File: src/rtl/seq_detect_sched.sv
// seq_detect_sched: one "1011" overlapping pattern matcher shared by NCH
// serial bit streams.
//
// Each channel keeps its own 3-bit match context. A round-robin arbiter
// grants one valid channel per cycle. Only the granted channel's context
// advances.
//
// A completed pattern is reported one cycle after the accepting edge, as a
// match_valid pulse tagged with match_chan.
//
// A clear request resets one channel's context to S0. It also removes that
// channel from arbitration in the same cycle, so a bit offered on the
// channel being cleared is never consumed.
//
// Optional build macro SEQ_DETECT_MATCH_CNT_EN adds a saturating 16-bit
// match counter on output match_total. The counter is reset only by resetn.

// Per-channel match context: a 1011 overlapping detector advanced one bit per grant.
module seq_detect_ctx (
  input  logic       clk,
  input  logic       resetn,
  input  logic       adv,
  input  logic       b,
  input  logic       clr,
  output logic [2:0] st,
  output logic       hit
);

  typedef enum logic [2:0] {
    S0 = 3'd0,
    S1 = 3'd1,
    S2 = 3'd2,
    S3 = 3'd3,
    S4 = 3'd4
  } ctx_e;

  ctx_e st_q;
  ctx_e st_nxt;

  // Next-state table; unused encodings fall back to the S0 row.
  always_comb begin
    st_nxt = S0;
    case (st_q)
      S1:      st_nxt = b ? S1 : S2;
      S2:      st_nxt = b ? S3 : S0;
      S3:      st_nxt = b ? S4 : S2;
      S4:      st_nxt = b ? S1 : S2;
      default: st_nxt = b ? S1 : S0;
    endcase
  end

  // Context register. A clear wins over an advance, although the arbiter
  // never grants a channel that is being cleared.
  always_ff @(posedge clk) begin
    if (!resetn)  st_q <= S0;
    else if (clr) st_q <= S0;
    else if (adv) st_q <= st_nxt;
  end

  assign st  = st_q;
  assign hit = adv && (st_q == S3) && b;

endmodule

// Top level: round-robin grant, per-lane contexts, registered match report.
module seq_detect_sched #(
  parameter int NCH = 4,
  parameter int CHW = 2
) (
  input  logic           clk,
  input  logic           resetn,
  input  logic [NCH-1:0] bit_valid,
  input  logic [NCH-1:0] bit_data,
  output logic [NCH-1:0] bit_ready,
  input  logic           clr_valid,
  input  logic [CHW-1:0] clr_chan,
`ifdef SEQ_DETECT_MATCH_CNT_EN
  output logic [15:0]    match_total,
`endif
  output logic           match_valid,
  output logic [CHW-1:0] match_chan
);

  localparam int NSLOT = 2**CHW;

  logic [CHW-1:0]         rr;
  logic [CHW-1:0]         gnt_idx;
  logic                   acc;
  logic [NCH-1:0]         clr_mask;
  logic [NSLOT-1:0]       elig;
  logic [NCH-1:0]         hit;
  logic [NCH-1:0][2:0]    ctx;

  // Decode the clear request. Channel ids of NCH and above select nothing.
  always_comb begin
    clr_mask = '0;
    for (int i = 0; i < NCH; i++)
      clr_mask[i] = clr_valid && (clr_chan == CHW'(i));
  end

  // Eligible channels, padded to 2**CHW so a CHW-bit index is always in range.
  always_comb begin
    elig = '0;
    elig[NCH-1:0] = bit_valid & ~clr_mask;
  end

  // Scan from rr, wrapping modulo NCH, and take the first eligible channel.
  // The scan looks only at bit_valid and the clear request, never at bit_data.
  always_comb begin
    logic [CHW:0] s;
    acc     = 1'b0;
    gnt_idx = rr;
    for (int i = 0; i < NCH; i++) begin
      s = {1'b0, rr} + (CHW+1)'(i);
      if (s >= (CHW+1)'(NCH)) s = s - (CHW+1)'(NCH);
      if (!acc && elig[s[CHW-1:0]]) begin
        acc     = 1'b1;
        gnt_idx = s[CHW-1:0];
      end
    end
  end

  // One-hot grant vector built from the winning index.
  always_comb begin
    bit_ready = '0;
    for (int i = 0; i < NCH; i++)
      bit_ready[i] = acc && (gnt_idx == CHW'(i));
  end

  // Round-robin pointer moves to the channel after the one just served.
  always_ff @(posedge clk) begin
    if (!resetn)
      rr <= '0;
    else if (acc)
      rr <= ({1'b0, gnt_idx} + 1'b1 == (CHW+1)'(NCH)) ? '0 : gnt_idx + 1'b1;
  end

  // One context instance per channel. A lane advances only when it is granted.
  for (genvar i = 0; i < NCH; i++) begin : g_lane
    seq_detect_ctx u_ctx (
      .clk    (clk),
      .resetn (resetn),
      .adv    (bit_ready[i]),
      .b      (bit_data[i]),
      .clr    (clr_mask[i]),
      .st     (ctx[i]),
      .hit    (hit[i])
    );
  end

  // Registered detection pulse.
  // match_chan is updated only when a match fires; otherwise it holds.
  always_ff @(posedge clk) begin
    if (!resetn) begin
      match_valid <= 1'b0;
      match_chan  <= '0;
    end else begin
      match_valid <= |hit;
      if (|hit) match_chan <= gnt_idx;
    end
  end

`ifdef SEQ_DETECT_MATCH_CNT_EN
  // Saturating count of reported matches. Unaffected by clr_valid.
  always_ff @(posedge clk) begin
    if (!resetn)
      match_total <= '0;
    else if (|hit && match_total != 16'hFFFF)
      match_total <= match_total + 16'd1;
  end
`endif

endmodule

File: config.mk
export PLATFORM = sky130hd
export DESIGN_NAME = seq_detect_sched
export DESIGN_NICKNAME = d
export VERILOG_FILES = /design/src/rtl/seq_detect_sched.sv
export SDC_FILE = /design/constraint.sdc
export NUM_CORES = 1
export LEC_CHECK = 0
export CAP_MARGIN = 20
export CORE_MARGIN = 5
export CORE_UTILIZATION = 40
export CTS_BUF_LIST = sky130_fd_sc_hd__clkbuf_8
export CTS_CLUSTER_SIZE = 30
export DETAILED_ROUTE_END_ITERATION = 10
export GPL_ROUTABILITY_DRIVEN = 0
export PLACE_DENSITY = 0.77
export REMOVE_ABC_BUFFERS = 1
export SYNTH_ARGS = -nofsm -noshare
export SYNTH_HDL_FRONTEND = slang
export SYNTH_SLANG_ARGS = --single-unit
File: constraint.sdc
create_clock -name clk -period 3.75 [get_ports clk]
set_clock_uncertainty 0.1 [all_clocks]
set_input_delay 0.9375 -clock clk [delete_from_list [all_inputs] [get_ports clk]]
set_output_delay 0.9375 -clock clk [all_outputs]
set_load 0.02 [all_outputs]
==> results_dict.tcl <==
set metrics [dict create \
    ys_ff_latch 17 \
    min_path_cells 2 \
    outcome "complete, no violations" \
    syn-cell-area_um2 1270 \
    pin_count 20 \
    drt_iter0_drc 80 \
    antenna_found_initial 0 \
    post-dp-hpwl_um 2440 \
    hold_path_end "match_chan[0]" \
    finalWorstSetupSlack_ns 0.0886 \
    initial_core_util_pct 41.5 \
    nets 214 \
    yosysSeqAreaShare_pct 26.9 \
    grt_overflow 0 \
    die_width_um 66.3 \
    synth_largest_area_cell "dfxtp_1" \
    synth-edff-count 0 \
    drc_errors 0 \
    p_per_area_nw_per_um2 408 \
    die_h_um 66.3 \
    drv_slew 0 \
    finalPower_uw 736 \
    ant_nets 0 \
    clock_latency_ns 0.26 \
    core_area_um2 3050 \
    htree_levels 1 \
    rr_worst_depth 10 \
    port_buffers 19 \
    fmax_mhz 273 \
    ys_top_cells_by_area "dfxtp_1 (27%), nand2_1 (7.1%), mux2i_1 (4.7%)" \
    hp-start "match_chan[0]" \
    layout.cells.non_filler 240 \
    grt_pass1_vias 1389 \
    r2r_end "g_lane[0].u_ctx.st[1]" \
    synthCells 153 \
    postLayoutCellArea_um2 1800 \
    r2r_slack_ns 1.36 \
    post-place-ws_ns -0.782 \
    end_kind "output pin" \
    fill_cells 286 \
    static-leakage-power_nw 0.737 \
    cts.sinks 17 \
    final-setup-viol-count 0 \
    grt_pass1_wl_um 6010 \
    viasPerCell 5.47 \
    yosysMostFrequentCell "nand2_1" \
    ir_drop_mv 0.172 \
    drv_cap 0 \
    drtPass1Iterations 4 \
    worstPathArrival_ns 2.62 \
    placementRows 20 \
    async_flop_share_pct 0 \
    drive_gt1_share_pct 31.6 \
    placed_area_um2 1640 \
    final_core_util_pct 59.0 \
    yosysUniqueCellTypes 41 \
    totalWireLength_um 3410 \
    grt_max_degree 14 \
    placedCellCount 232 \
    n_antenna_cell 0 \
    cp_max_fo 5 \
    hold_violations 0 \
    ys_top_cells_by_count "nand2_1 (24), dfxtp_1 (17), a21oi_1 (9), inv_1 (8), nor2_1 (8)" \
    period_share_pct 97.6 \
    crit_required_ns 2.71 \
    fin_crit_ns 3.66 \
    yosys_warnings 0 \
    syn2layout_area_growth_pct 42.2 \
    tns_ns 0 \
    avgSynthCellArea_um2 8.28 \
    holdWs_ns 0.385 \
    synthFlopType "dfxtp_1" \
    r2r-start "rr[0]" \
    min_path_type "reg -> reg" \
    criticalPathCategory "in -> out" \
    cts_buffers 3 \
    wire_per_inst_um 14.2 \
    vias 1312 \
    clockBufferDepth 2 \
    grt_use_total_pct 17.1 \
    dieArea_um2 4390 \
    cts_tree "done" \
    critPathLaunchType "input pin" \
    synth_top_area_share_pct 26.9 \
    worst_pin_slew_ns 0.365 \
    path_clk_slew_ns 0.08 \
    relSlewSlack_pct 75.4 \
    root_buffer "clkbuf_8" \
]
[logic make-up after synthesis]
| group | share of synthesized area (%) |
|---|---|
| flip-flops | 26.9 |
| AND/OR/NAND/NOR | 27.4 |
| multiplexers | 4.74 |
| buffers and inverters | 7.60 |
| AO/OA/AOI/OAI | 29.4 |
| adder cells (fa/ha/maj) | 3.95 |
[cells in the final DEF (no fill, tap or decap), types with 3 or more instances in the layout]
master / instances
a21o_1: 4
a21oi_1: 8
a31oi_1: 4
and4b_1: 3
buf_4: 30
buf_6: 4
clkbuf_8: 3
clkdlybuf4s50_1: 8
dfxtp_1: 17
dlygate4sd2_1: 3
ha_4: 4
inv_1: 6
mux2i_1: 6
nand2_1: 24
nand3b_1: 6
nor2_1: 8
nor2b_1: 4
o2111ai_1: 6
o21ai_2: 5
o32a_1: 3
or4b_1: 4
or4b_2: 3
[layer usage]
layer  global-route usage, %  vias up  share of wire [%]
li1                        -      661                  -
met1                    20.7      611                 45
met2                    30.7       35                 50
met3                    2.21        5                3.6
met4                    5.58        0                1.3
met5                       0        -                  0
[worst max-delay path, cell delays in order]
cell and delay [ns]:
dlygate4sd2_1 0.27, or3b_4 0.41, a21oi_2 0.14, o21ai_1 0.07, a21o_1 0.22, buf_6 0.14, ha_4 0.16, o21ai_2 0.06
inv_1 0.08, buf_6 0.13
[cell type report]
class	instances	area [µm²]	area share, %
multi-input cells	118	918	51.0
repair buffers	49	412	22.8
flip-flops and latches	17	340	18.9
well taps	44	55.1	3.06
clock buffers	3	41.3	2.29
inverters	8	30.0	1.67
clock inverters	1	5.00	0.278
[sequential cells by signal (all words and copies together), names as in the netlist]
name,cells
rr,2
g_lane.u_ctx.st,12
match_chan,2
match_valid,1
[power by group]
| part | internal (mW) | leakage [nW] | total [mW] | switching, mW |
|---|---|---|---|---|
| clock network | 0.0740 | 0.0255 | 0.146 | 0.0723 |
| registers | 0.194 | 0.138 | 0.215 | 0.0207 |
| logic | 0.193 | 0.574 | 0.375 | 0.182 |
| total | 0.461 | 0.737 | 0.736 | 0.275 |
[worst max-delay path by stage]
stage	from	end	slack, ns	cells past startpoint
final	clr_chan[1]	bit_ready[0]	0.09	10
after global routing	clr_chan[1]	bit_ready[0]	-0.006	10
after CTS	bit_valid[0]	bit_ready[0]	0.01	10
after detailed placement	clr_chan[0]	bit_ready[3]	-0.78	10
after global placement	clr_chan[0]	bit_ready[3]	-0.69	10
after floorplan	clr_chan[0]	bit_ready[2]	0.36	8
[repair_timing]
action	CTS	global route
hold buffers	0	0
resized for setup	41	11
setup buffers	4	0
pin swaps	2	2
endpoints found under the setup margin	4	4
Note: power is estimated with default switching activity, not from simulation.
